--- config.mk ---
export PLATFORM = sky130hd
export DESIGN_NAME = ifetch_queue
export DESIGN_NICKNAME = d
export VERILOG_FILES = /design/src/rtl/ifetch_queue.sv
export SDC_FILE = /design/constraint.sdc
export NUM_CORES = 1
export LEC_CHECK = 0
export BUFFER_PORTS_ARGS = -buffer_cell sky130_fd_sc_hd__buf_4
export CAP_MARGIN = 25
export CORE_MARGIN = 4
export CORE_UTILIZATION = 60
export DETAILED_ROUTE_END_ITERATION = 8
export PLACE_DENSITY = 0.81
export SETUP_SLACK_MARGIN = 0.1
export SLEW_MARGIN = 30
export SYNTH_ARGS = -nofsm -noshare
export SYNTH_HDL_FRONTEND = slang
export SYNTH_SLANG_ARGS = --single-unit
--- constraint.sdc ---
create_clock -name clk -period 8.3 [get_ports clk]
set_input_delay 2.49 -clock clk [delete_from_list [all_inputs] [get_ports clk]]
set_output_delay 2.49 -clock clk [all_outputs]
set_load 0.05 [all_outputs]
--- src/rtl/ifetch_queue.sv ---
// Fetch controller for the dynamic pipeline: owns the fetch PC, reads the
// combinational instruction memory, buffers {pc, instr} pairs in a small
// in-order queue and hands them to decode/issue over a valid/ready handshake.
// A redirect flushes the queue and restarts fetch at the new target.
module ifetch_queue #(
    parameter int          ADDR_W   = 11,
    parameter int          DEPTH    = 4,
    parameter logic [31:0] RESET_PC = 32'h0000_0000
) (
    input  logic                       clk,
    input  logic                       rst,
    input  logic                       fetch_en,
    output logic [ADDR_W-1:0]          imem_addr,
    input  logic [31:0]                imem_instr,
    input  logic                       redirect_valid,
    input  logic [31:0]                redirect_pc,
    output logic                       out_valid,
    input  logic                       out_ready,
    output logic [31:0]                out_instr,
    output logic [31:0]                out_pc,
    output logic [31:0]                fetch_pc,
    output logic [$clog2(DEPTH):0]     q_count
);

    localparam int PTR_W = $clog2(DEPTH);
    localparam int CNT_W = PTR_W + 1;
    localparam logic [CNT_W-1:0] FULL_CNT = CNT_W'(DEPTH);

    // Queue storage: one PC and one instruction word per entry.
    logic [31:0]      r_q_pc    [DEPTH];
    logic [31:0]      r_q_instr [DEPTH];

    logic [PTR_W-1:0] r_wr_ptr;
    logic [PTR_W-1:0] r_rd_ptr;
    logic [CNT_W-1:0] r_count;
    logic [31:0]      r_fetch_pc;

    logic             w_push;
    logic             w_pop;
    logic             w_valid;

    // Redirect has priority: it suppresses both push and pop so no stale
    // entry can be consumed or written during the flush cycle.
    assign w_valid = (r_count != '0);
    assign w_push  = fetch_en & (r_count < FULL_CNT) & ~redirect_valid;
    assign w_pop   = w_valid & out_ready & ~redirect_valid;

    assign imem_addr = r_fetch_pc[ADDR_W+1:2];
    assign fetch_pc  = r_fetch_pc;
    assign q_count   = r_count;
    assign out_valid = w_valid;

    // Head presentation: zeroed while empty so nothing stale leaks out.
    always_comb begin
        out_instr = '0;
        out_pc    = '0;
        if (w_valid) begin
            out_instr = r_q_instr[r_rd_ptr];
            out_pc    = r_q_pc[r_rd_ptr];
        end
    end

    // Control state: fetch PC, pointers and occupancy.
    always_ff @(posedge clk or posedge rst) begin
        if (rst) begin
            r_fetch_pc <= RESET_PC;
            r_wr_ptr   <= '0;
            r_rd_ptr   <= '0;
            r_count    <= '0;
        end else if (redirect_valid) begin
            r_fetch_pc <= {redirect_pc[31:2], 2'b00};
            r_wr_ptr   <= '0;
            r_rd_ptr   <= '0;
            r_count    <= '0;
        end else begin
            if (w_push) begin
                r_fetch_pc <= r_fetch_pc + 32'd4;
                r_wr_ptr   <= r_wr_ptr + PTR_W'(1);
            end
            if (w_pop) begin
                r_rd_ptr <= r_rd_ptr + PTR_W'(1);
            end
            case ({w_push, w_pop})
                2'b10:   r_count <= r_count + CNT_W'(1);
                2'b01:   r_count <= r_count - CNT_W'(1);
                default: r_count <= r_count;
            endcase
        end
    end

    // Queue entry write on push.
    // NOTE: storage is deliberately not reset; occupancy gates every read,
    // so clearing the array would only add reset fan-out.
    always_ff @(posedge clk) begin
        if (w_push) begin
            r_q_pc[r_wr_ptr]    <= r_fetch_pc;
            r_q_instr[r_wr_ptr] <= imem_instr;
        end
    end

endmodule

# After elaboration in Yosys (flattened, before gate mapping)
# Memories as Yosys holds them, arrays and structs flattened.
# Index checks and enable logic that the tools add are counted.
[classes] bitwise_logic=5 eq_ne=2 mux=12 reduce_logical=4 magnitude_cmp=1 add_sub_neg=5
[op_table] op="2-to-1 mux 32 bit" n=4
[op_table] op="adder 32 x 3 -> 32 bit (second input constant)" n=1
[op_table] op="2-to-1 mux 2 bit" n=4
[op_table] op="one-hot mux 3 bit (2 select lines)" n=1
[op_table] op="nonzero test 3 bit" n=2
[op_table] op="adder 2 x 1 -> 2 bit (second input constant)" n=2
[op_table] op="bitwise AND 1 bit" n=4
[op_table] op="nonzero test 2 bit" n=2
[op_table] op="adder 3 x 1 -> 3 bit (second input constant)" n=1
[op_table] op="less-than comparator 3 bit (second input constant)" n=1
[op_table] op="2-to-1 mux 3 bit" n=1
[op_table] op="subtractor 3 x 1 -> 3 bit (second input constant)" n=1
[op_table] op="== test 2 x 1 -> 1 bit (second input constant)" n=1
[op_table] op="== test 2 bit (second input constant)" n=1
[op_table] op="2-to-1 mux 1 bit" n=2
[op_table] op="NOT 1 bit" n=1
[totals] in_bits=69 regBits=39 n_memories=2 output_inout_bits=111 ramBits=256
[memory_table] name="r_q_instr" words=4 word_bits=32 rd=1 rd_clocked_by_memory_dff=0 wr=1 line="31" text="logic [31:0] r_q_instr [DEPTH];"
[memory_table] name="r_q_pc" words=4 word_bits=32 rd=1 rd_clocked_by_memory_dff=0 wr=1 line="30" text="logic [31:0] r_q_pc [DEPTH];"

# Depth between registers and ports, before layout
[logic_depth] word_depth=6 depth_mapped=7 depth_no_buf=6

# Worst setup path after synthesis
# Ideal clock, no wire load.
[synth_timing] path_type="input-to-reg" from="input port fetch_en" to="memory r_q_instr[0][0], enable pin" t_arrival_ps=4619 setup_slack_ps=3254 stages=3 path_buffers=1 path_cell_list="nor2b_1 -> clkbuf_1 -> and3_1"
[synth_between] elab_chain_len=4
[synth_lines] item="start: declaration" line="12" text="input logic fetch_en,"
[synth_lines] item="bitwise AND 1 bit (2 in a row)" line="45" text="assign w_push = fetch_en & (r_count < FULL_CNT) & ~redirect_valid;"
[synth_lines] item="2-to-1 mux 1 bit" line="95" text="if (w_push) begin"
[synth_lines] item="2-to-1 mux 1 bit (not written as such)" line="97" text="r_q_instr[r_wr_ptr] <= imem_instr;"
[synth_lines] item="end: declaration" line="31"
# No other way between the ends.

# Worst setup path in the final report
[layout_timing] from="register r_rd_ptr[0]" to="output port out_pc[18]"
[layout_between] elab_chain_len=2
[layout_lines] item="start: declaration" line="34" text="logic [PTR_W-1:0] r_rd_ptr;"
[layout_lines] item="start signal: assignment" line="81" text="r_rd_ptr <= r_rd_ptr + PTR_W'(1);"
[layout_lines] item="memory read (4 x 32 bit)"
[layout_lines] item="2-to-1 mux 32 bit" line="57" text="if (w_valid) begin"
[layout_lines] item="end: declaration" line="20" text="output logic [31:0] out_pc,"
# No other way between the ends.

==> flow_summary.yaml <==
run_status:
  status: "completed"
clock_tree:
  numCtsBuffers: 27
  postCtsHoldBufs: 0
  cts_tree: "done"
  cts.clk_slew.worst_paths_ns: 0.06
  cts.repair.resized: 0
  cts_setup_buffers: 0
  clock_latency_ns: 0.53
  clock-sinks: 285
  h-tree-depth: 1
  cts_root_buf: "clkbuf_16"
  cts.path.max_buffers: 3
global_route:
  grt_start_max_net_pins: 65
  grt_pass1_wl_mm: 37.4
  antenna_found_initial: 0
  track_usage_pct: 21.9
  overflow: 0
  grt_pass1_vias: 6871
critical_path:
  crit_type: "reg2out"
  slowest_delay_ns: 0.98
  arrival_ns: 3.02
  rrSetupSlack_ns: 5.52
  crit_chain: "buf_4, mux4_2, and2_1, buf_4"
  worstPathMaxFanout: 42
  crit_buf_inv: 2
  cp_slowest_cell: "dfrtp_4"
  crit_family: "flip-flops"
  start_kind: "register"
  crit_required_ns: 5.81
  cpMostUsedCell: "buf_4"
  worstSetupEndpointType: "output port"
final_layout:
  antenna_cells: 0
  final.fill_count: 1108
  drive_gt1_share_pct: 35.3
  mostFrequentLayoutCells: "edfxtp_1 (248), buf_4 (176), and2_1 (63)"
  syn2layout_area_growth_pct: 21.0
  num-nets-final: 888
  layout_commonest_cell: "edfxtp_1"
route:
  first_pass_iters: 5
  wl_per_cell_um: 21.5
  drc: 0
  routed_wl_mm: 23.5
  ant_nets: 0
  drt_iter0_markers: 460
  num_vias: 6428
  via_per_inst: 5.88
timing:
  fin_crit_ns: 5.51
  min_period_over_period_pct: 66.4
  slew_viol_final: 0
  finalWorstSetupSlack_ns: 2.79
  hold_viol_final: 0
  fmax_mhz: 181
  rsz0062_at_grt: "no"
  tns_ns: 0
  max_slew_margin_pct: 36.8
  finClkSkew_ns: 0.0147
  setup_viol: 0
  worst_slew_pin_slew_ns: 0.948
floorplanning:
  start_util_pct: 61.5
  die_area_um2: 21600
  boundaryPins: 180
  num_rows: 50
  dieHeight_um: 147
  die_w_um: 147
  coreArea_um2: 18800
pwr:
  irDropWorstVdd_mv: 0.258
  power.density_nw_per_um2: 335
  cellLeakagePower_nw: 4.94
logic_synthesis:
  yosys_register_bits: 285
  seq_area_frac_synth_pct: 72.3
  synth-edff-count: 248
  synth_top_area_cell: "edfxtp_1"
  synth_ff_type: "edfxtp_1"
  yosysWarnings: 0
  syn_area_per_cell_um2: 17.9
  synth_cell_types: 39
  ys_top_cells_by_area: "edfxtp_1 (64%), mux4_2 (12%), dfrtp_1 (8.0%), and2_1 (3.4%), buf_4 (0.97%)"
  synth_area_um2: 11600
  async_flop_share_pct: 13.0
  syn-instance-count: 649
  synth_top_area_share_pct: 64.3
place:
  port_buffers: 173
  place_ws_ns: 3.23
  place_hpwl_mm: 13.7
  gp_congestion: 0.838
worst_hold_path:
  worstHoldPathType: "reg2reg"
job:
  max-cap-violations: 0
worst paths after layout:
| kind | from | endpoint | cells after the start |
|---|---|---|---|
| worst min-delay path | fetch_pc[14] | r_q_pc[2][14] | 0 |
| max in group asynchronous | rst | r_rd_ptr[1] | 3 |
| worst min register to register | fetch_pc[14] | r_q_pc[2][14] | 0 |
| worst max register to register | fetch_pc[2] | fetch_pc[24] | 5 |
| worst max-delay path | r_rd_ptr[0] | out_pc[18] | 4 |
| min in group asynchronous | rst | fetch_pc[22] | 3 |
sequential cells by signal (all words and copies together), names as in the netlist:
register,count
r_q_pc,120
r_q_instr,128
q_count,3
fetch_pc,30
r_wr_ptr,2
r_rd_ptr,2
cells by family (layout without fill, tap and decap cells):
family	after synthesis	after routing	share of synthesized area (%)
DFF	285	285	72.3
xor gates and xnor gates	16	16	1.21
buffers and inverters	56	238	2.40
adders and majority gates	6	6	0.713
and+or+nand+nor	172	172	8.53
AOI/OAI and AO/OA	49	49	2.61
other	1	4	0.0324
muxes	64	64	12.2
through the flow:
stage	cells	hold slack, ns	utilization (%)	instance area, um2	power [mW]
CTS	1090	0.605	73.9	13900	4.75
detailed placement	1040	0.594	69.2	13000	3.53
global route	1094	0.638	74.4	14000	4.90
global placement	1040	0.568	69.2	13000	3.50
finish	1094	0.607	74.4	14000	4.70
floorplan	652	0.562	-	11600	3.03
where the power goes:
part | internal (mW) | total (mW) | leakage [nW] | switching [mW]
logic | 0.595 | 1.67 | 1.80 | 1.08
clock network | 0.716 | 1.21 | 0.447 | 0.495
registers | 1.67 | 1.81 | 2.69 | 0.143
total | 2.98 | 4.70 | 4.94 | 1.72
layer usage:
layer  vias to the layer above  GRT usage [%]  share of wire, %
met2                       252           36.7                50
met1                      3262           30.5                41
met4                         0           6.06               2.5
met5                         -              0                 0
li1                       2865              -                 -
met3                        49           3.64               6.7
worst reg2reg max path: cells and delay by family (launching register included):
kind	cells	cell delay, ns
AOI/OAI and AO/OA	1	0.19
adders and majority gates	1	0.32
DFF	1	0.60
and+or+nand+nor	3	1.58
final cells by class:
cell class,instances,area (um2),area share (%)
clock buffers,38,778,5.55
flip-flops and latches,285,8380,59.8
clock inverters,12,113,0.804
multi-input cells,311,2970,21.2
inverters,8,30.0,0.214
well taps,260,325,2.32
repair buffers,180,1420,10.1
synthesized netlist by cell type (2+ instances only):
library cell	instances
nand3_1	10
or4_1	13
o31ai_1	9
mux4_2	62
nand2_1	24
o21ai_0	19
nor3_1	6
mux2i_1	2
a31oi_1	14
nor2_1	23
or3_1	7
xor2_1	6
edfxtp_1	248
nand4_1	10
and4_1	3
and2_1	63
dfrtp_1	37
nor4_1	3
clkbuf_1	24
buf_4	15
inv_1	7
and3_1	5
buf_2	9
ha_1	5
o211ai_1	2
xnor2_1	10
Power figures use the tool's default switching activity.
